==> config.mk <==
export PLATFORM = sky130hd
export DESIGN_NAME = ef_tmr32_pwm_seq
export DESIGN_NICKNAME = d
export VERILOG_FILES = /design/src/rtl/ef_tmr32_seq_pkg.sv /design/src/rtl/ef_tmr32_seq_rf.sv /design/src/rtl/ef_tmr32_pwm_seq.sv
export SDC_FILE = /design/constraint.sdc
export NUM_CORES = 1
export LEC_CHECK = 0
export ABC_AREA = 1
export CORE_UTILIZATION = 30
export DETAILED_ROUTE_END_ITERATION = 16
export GPL_TIMING_DRIVEN = 0
export HOLD_SLACK_MARGIN = 0.05
export PLACE_DENSITY_LB_ADDON = 0.3
export SYNTH_ARGS = -nofsm -noshare
export SYNTH_HDL_FRONTEND = slang
export SYNTH_HIERARCHICAL = 1
export SYNTH_SLANG_ARGS = --single-unit
export TNS_END_PERCENT = 100
==> constraint.sdc <==
create_clock -name clk -period 18.5 [get_ports clk]
set_input_delay 3.7 -clock clk [delete_from_list [all_inputs] [get_ports clk]]
set_output_delay 3.7 -clock clk [all_outputs]
set_load 0.05 [all_outputs]
==> src/rtl/ef_tmr32_seq_pkg.sv <==
// Shared types for the timer/PWM profile sequencer.
// State encodings and table entry field widths.
package ef_tmr32_seq_pkg;

  typedef enum logic [1:0] {
    S_IDLE = 2'd0,
    S_ARM  = 2'd1,
    S_RUN  = 2'd2,
    S_DONE = 2'd3
  } seq_state_e;

  localparam int TW  = 32;
  localparam int CFW = 3 * TW;

endpackage

==> src/rtl/ef_tmr32_seq_rf.sv <==
// Profile table: DEPTH entries, one write port,
// one asynchronous read port. Contents are not reset.
import ef_tmr32_seq_pkg::*;

module ef_tmr32_seq_rf #(
  parameter int DEPTH = 8,
  parameter int AW    = 3,
  parameter int RW    = 16
) (
  input  logic                clk,
  input  logic                i_we,
  input  logic [AW-1:0]       i_waddr,
  input  logic [CFW+RW-1:0]   i_wdata,
  input  logic [AW-1:0]       i_raddr,
  output logic [CFW+RW-1:0]   o_rdata
);

  logic [CFW+RW-1:0] r_mem [DEPTH];

  // entry write
  always_ff @(posedge clk) begin
    if (i_we) r_mem[i_waddr] <= i_wdata;
  end

  assign o_rdata = r_mem[i_raddr];

endmodule

==> src/rtl/ef_tmr32_pwm_seq.sv <==
// PWM profile sequencer: steps a table of timer settings,
// advancing once per completed timer period.
import ef_tmr32_seq_pkg::*;

module ef_tmr32_pwm_seq #(
  parameter int DEPTH = 8,
  parameter int AW    = 3,
  parameter int RW    = 16
) (
  input  logic          clk,
  input  logic          rst,
  input  logic          cfg_we,
  input  logic [AW-1:0] cfg_addr,
  input  logic [31:0]   cfg_reload,
  input  logic [31:0]   cfg_cmpx,
  input  logic [31:0]   cfg_cmpy,
  input  logic [RW-1:0] cfg_rpt,
  input  logic [AW-1:0] seq_last,
  input  logic          seq_loop,
  input  logic          start,
  input  logic          stop,
  input  logic          timeout_flag,
  output logic          tmr_en,
  output logic [31:0]   tmr_reload,
  output logic [31:0]   cmpx,
  output logic [31:0]   cmpy,
  output logic          busy,
  output logic [AW-1:0] cur_idx,
  output logic          done
);

  seq_state_e          r_state;
  seq_state_e          w_state_nxt;
  logic                r_flag_q;
  logic [RW-1:0]       r_rpt_cnt;
  logic                r_tmr_en;
  logic                r_done;
  logic [31:0]         r_reload;
  logic [31:0]         r_cmpx;
  logic [31:0]         r_cmpy;
  logic [AW-1:0]       r_cur_idx;

  logic                w_to_edge;
  logic                w_at_last;
  logic                w_load;
  logic                w_dec;
  logic [AW-1:0]       w_ld_idx;
  logic [CFW+RW-1:0]   w_wdata;
  logic [CFW+RW-1:0]   w_rdata;

  assign w_wdata   = {cfg_rpt, cfg_cmpy, cfg_cmpx, cfg_reload};
  assign w_to_edge = timeout_flag & ~r_flag_q;
  assign w_at_last = (r_cur_idx == seq_last);

  ef_tmr32_seq_rf #(
    .DEPTH (DEPTH),
    .AW    (AW),
    .RW    (RW)
  ) u_rf (
    .clk     (clk),
    .i_we    (cfg_we),
    .i_waddr (cfg_addr),
    .i_wdata (w_wdata),
    .i_raddr (w_ld_idx),
    .o_rdata (w_rdata)
  );

  // state register
  always_ff @(posedge clk) begin
    if (rst) r_state <= S_IDLE;
    else     r_state <= w_state_nxt;
  end

  // next state, entry load and repeat decrement decisions
  always_comb begin
    w_state_nxt = r_state;
    w_load      = 1'b0;
    w_dec       = 1'b0;
    w_ld_idx    = '0;
    unique case (r_state)
      S_IDLE: begin
        if (start) begin
          w_state_nxt = S_ARM;
          w_load      = 1'b1;
        end
      end
      S_ARM: w_state_nxt = S_RUN;
      S_RUN: begin
        if (w_to_edge) begin
          if (r_rpt_cnt != '0) begin
            w_dec = 1'b1;
          end else if (w_at_last && !seq_loop) begin
            w_state_nxt = S_DONE;
          end else begin
            w_load   = 1'b1;
            w_ld_idx = w_at_last ? '0 : r_cur_idx + 1'b1;
          end
        end
      end
      S_DONE: w_state_nxt = S_IDLE;
      default: w_state_nxt = S_IDLE;
    endcase
    if (stop) begin
      w_state_nxt = S_IDLE;
      w_load      = 1'b0;
      w_dec       = 1'b0;
    end
  end

  // timer-facing registers, repeat counter and edge history
  always_ff @(posedge clk) begin
    if (rst) begin
      r_flag_q  <= 1'b0;
      r_rpt_cnt <= '0;
      r_tmr_en  <= 1'b0;
      r_done    <= 1'b0;
      r_reload  <= '0;
      r_cmpx    <= '0;
      r_cmpy    <= '0;
      r_cur_idx <= '0;
    end else begin
      r_flag_q <= timeout_flag;
      if (w_load) begin
        r_reload  <= w_rdata[0 +: 32];
        r_cmpx    <= w_rdata[32 +: 32];
        r_cmpy    <= w_rdata[64 +: 32];
        r_rpt_cnt <= w_rdata[CFW +: RW];
        r_cur_idx <= w_ld_idx;
      end else if (w_dec) begin
        r_rpt_cnt <= r_rpt_cnt - 1'b1;
      end
      r_done <= (r_state == S_DONE) && !stop;
      if (stop)                    r_tmr_en <= 1'b0;
      else if (r_state == S_ARM)   r_tmr_en <= 1'b1;
      else if (r_state == S_DONE)  r_tmr_en <= 1'b0;
    end
  end

  assign tmr_en     = r_tmr_en;
  assign tmr_reload = r_reload;
  assign cmpx       = r_cmpx;
  assign cmpy       = r_cmpy;
  assign cur_idx    = r_cur_idx;
  assign done       = r_done;
  assign busy       = (r_state != S_IDLE);

endmodule

==> impl_metrics.toml, run 1 <==
[floorplan]
ios = 227
floorplan.die_area_um2 = 148000
die_y_um = 385
start_util = 0.302
row_count = 140
core_area_um2 = 146000
die_w_um = 385

[clocking]
htreeDepth = 3
cts-hold-fix-buffers = 0
cts_tree = "yes"
clockRootBuffer = "clkbuf_16"
cts_resized = 0
clock_latency_ns = 0.75
post_cts_buffers = 0
numCtsBuffers = 108
clk_path_buf_depth = 3
clk_pin_slew_ns = 0.06
cts_sinks = 1016

[routing]
m1WireLength_um = 53900
met2_wirelength_um = 60700
drt_iter0_markers = 2430
viasPerCell = 4.40
wl_per_cell_um = 18.4
firstDrtPassIters = 6
vias = 30700
wl_um = 129000
ant_nets = 0
met3_length_um = 10200
drc = 0
highest_layer = "met5"

[critical_path]
max_stage_delay_ns = 1.07
rr_endpoint = "cmpy[31]$_SDFFE_PP0P_"
slowest_stage = "clkbuf_1"
cp_max_fo = 10
path_delay_family = "buffers and inverters"
ff2ff_path_depth = 15
cp_cell_sequence = "clkdlybuf4s50_1 > inv_1 > or2_2 > nor2_2 > inv_1 > nor3_1 > clkbuf_1 > clkbuf_1 > buf_2 > nand2_1 > nand2_1 > o21ai_1 > nor2_1"
crit_arrival_ns = 7.85
criticalPathCategory = "input pin to flip-flop"
start_kind = "input pin"
r2r-start = "r_rpt_cnt[0]$_SDFFE_PP0P_"
cp_num_buf_inv = 6
cp.required_ns = 19.17
rrSetupSlack_ns = 14.13
crit_path_end_kind = "flip-flop"

[sta]
slew_headroom = 0.0800
fin_crit_sh = 0.388
setup_viol = 0
period_minus_slack_ns = 7.18
fin_tns_setup_ns = 0
max_slew.worst_pin.slew_ns = 1.38
rsz0062_at_grt = "no"
hold_viol_final = 0
drv_slew = 0
fmax_mhz = 139
fin_skew_ns = 0.0439

[global_route]
grtUsageTotal = 0.172
gr-total-overflow = 0
grt_pass1_wl_um = 188000
grt_max_degree = 28
antenna_found_initial = 29
grt_pass1_vias = 29600

[hold_path]
whs_path_depth = 2
whs_endpoint = "tmr_reload[4]$_SDFFE_PP0P_"
hp-class = "flip-flop to flip-flop"
hold_start = "tmr_reload[4]$_SDFFE_PP0P_"

[placed_design]
gp_congestion = 0.821
place_hpwl_um = 85800
post_dp_cell_area_um2 = 49600
dp_cells = 6763
port_buffers = 225

[layout]
drive_gt1_frac = 0.0804
area_growth_pct = 21.1
fin_area_um2 = 53400
post-route-util = 0.366
fin_cells = 6974
multi_input_area_um2 = 10100
regArea_um2 = 29300
fill_cells = 14400
finalNetCount = 5089

[power]
irDropWorstVdd_v = 0.0000766
power_w = 0.00528
power_density_nw_per_um2 = 99.0
power_leakage_nw = 23.5

[synthesis]
syn_inst = 4582
ys_ff_latch = 1016
yosys_warnings = 6
seq_area_frac_synth = 0.665
synthDistinctLibCells = 31
synth_nets = 4715
syn_avg_cell_area_um2 = 9.62
synthesis.area_um2 = 44100

[status]
outcome = "finished clean"

[run]
maxCapViolations = 0
kinds of logic (layout without fill, tap and decap cells):
group	count (synthesis)	count (layout)	synth area share
and+or+nand+nor	2283	2283	0.209
buffers and inverters	1146	1616	0.108
DFF	1016	1016	0.665
AOI/OAI and AO/OA	117	117	0.0133
xor gates and xnor gates	12	12	0.00238
adders and majority gates	8	8	0.00227
other	0	5	0
sequential cells by signal (all words and copies together) (netlist names), 2 cells and up:
name and count:
tmr_reload 32, u_rf/r_mem 896, cmpy 32, cmpx 32, cur_idx 3, r_state 2
r_rpt_cnt 16
final cells by class:
cell class	count	share of cell area
Tap cell	1917	0.0449
Buffer	213	0.0235
Clock inverter	58	0.0145
Clock buffer	148	0.0559
Multi-Input combinational cell	2420	0.189
Antenna cell	5	0.000234
Sequential cell	1016	0.549
Timing Repair Buffer	264	0.0575
Inverter	933	0.0657
metrics by stage:
| step | worst slack [ns] | hold slack, ns |
|---|---|---|
| after floorplan | 9.41 | 0.509 |
| after global placement | 3.49 | 0.468 |
| after detailed placement | 10.68 | 0.475 |
| after CTS | 11.45 | 0.488 |
| after global routing | 11.25 | 0.506 |
| final | 11.32 | 0.482 |
worst reg2reg max path, stage by stage (launching register included):
cell,delay (ns)
dfxtp_1,0.32
inv_1,0.11
ha_1,0.18
nand2_1,0.05
nor2_1,0.11
nand3_2,0.17
nor2_2,0.18
inv_1,0.08
nor3_1,0.42
clkbuf_1,0.59
clkbuf_1,1.08
buf_2,0.45
nand2_1,0.09
nand2_1,0.16
o21ai_1,0.17
nor2_1,0.16
worst max-delay path by stage:
stage                     cells after the start  slack, ns                     endpoint         start
final                                        13      11.32        cmpy[31]$_SDFFE_PP0P_  timeout_flag
after global routing                         15      11.25    r_rpt_cnt[1]$_SDFFE_PP0P_  timeout_flag
after CTS                                    13      11.45        cmpy[31]$_SDFFE_PP0P_  timeout_flag
after detailed placement                     13      10.68        cmpy[31]$_SDFFE_PP0P_  timeout_flag
after global placement                        4       3.49  u_rf/r_mem[1][76]$_DFFE_PP_   cfg_addr[2]
after floorplan                               3       9.41   u_rf/r_mem[0][0]$_DFFE_PP_   cfg_addr[0]
cells in the final DEF (no fill, tap or decap), types with 10 or more instances in the layout:
cell	synthesis	final
clkbuf_8	0	13
bufinv_16	0	14
clkbuf_16	0	108
buf_12	0	34
edfxtp_1	896	896
clkbuf_1	30	56
nor2_1	267	259
buf_6	20	20
nand3_1	474	474
buf_2	115	115
o21ai_0	23	23
clkinv_1	1	10
buf_4	40	40
dfxtp_1	120	120
clkinv_2	1	22
inv_1	929	929
clkdlybuf4s50_1	0	225
a21oi_1	13	13
nand2_1	1524	1524
o21ai_1	80	80
power breakdown:
group	switching [W]	total [W]	internal, W
clock network	0.000937	0.00227	0.00133
logic	0.000266	0.000395	0.000129
registers	0.0000325	0.00262	0.00258
total	0.00124	0.00528	0.00405
cells in the mapped netlist:
library cell | n | area share
o21ai_1 | 80 | 0.0091
a21oi_1 | 13 | 0.0015
inv_1 | 929 | 0.079
nand3_2 | 1 | 0.00023
buf_6 | 20 | 0.0051
inv_4 | 2 | 0.00028
xnor2_1 | 4 | 0.00079
nand3b_1 | 3 | 0.00051
clkbuf_1 | 30 | 0.0026
nor2_1 | 267 | 0.023
o21a_1 | 1 | 0.00017
dfxtp_1 | 120 | 0.054
and2_4 | 1 | 0.00020
buf_4 | 40 | 0.0068
clkinv_2 | 1 | 0.00011
clkinv_1 | 1 | 0.000085
buf_2 | 115 | 0.013
nand2_1 | 1524 | 0.13
nor3_1 | 5 | 0.00057
edfxtp_1 | 896 | 0.61
o21ai_0 | 23 | 0.0026
or2_2 | 2 | 0.00028
nand3_1 | 474 | 0.054
nand2_4 | 2 | 0.00051
ha_1 | 8 | 0.0023
nand4_1 | 1 | 0.00014
xor2_1 | 8 | 0.0016
buf_1 | 7 | 0.00060
nand2_2 | 1 | 0.00014
buf_8 | 1 | 0.00034
nor2_2 | 2 | 0.00028
metal layers:
metal | track usage | vias to the layer above
met5 | 0 | -
met4 | 0.0583 | 30
met3 | 0.0433 | 210
met2 | 0.283 | 874
met1 | 0.218 | 14500
li1 | - | 15000
(Power assumes the default switching activity.)
==> run 2: changes to the inputs <==
==> constraint.sdc (replaced) <==
create_clock -name clk -period 6.85 [get_ports clk]
set_input_delay 1.37 -clock clk [delete_from_list [all_inputs] [get_ports clk]]
set_output_delay 1.37 -clock clk [all_outputs]
set_load 0.05 [all_outputs]
==> results of run 2 <==
The final DEF is identical to that of run 1. Status: finished clean.
Among the figures that moved: setup slack after placement 10.68 ns -> 1.36 ns; setup slack after layout 11.32 ns -> 2.00 ns; register-to-register setup slack 14.13 ns -> 2.48 ns; total power 0.00528 W -> 0.0143 W; worst IR drop on VDD 0.0000766 V -> 0.000207 V
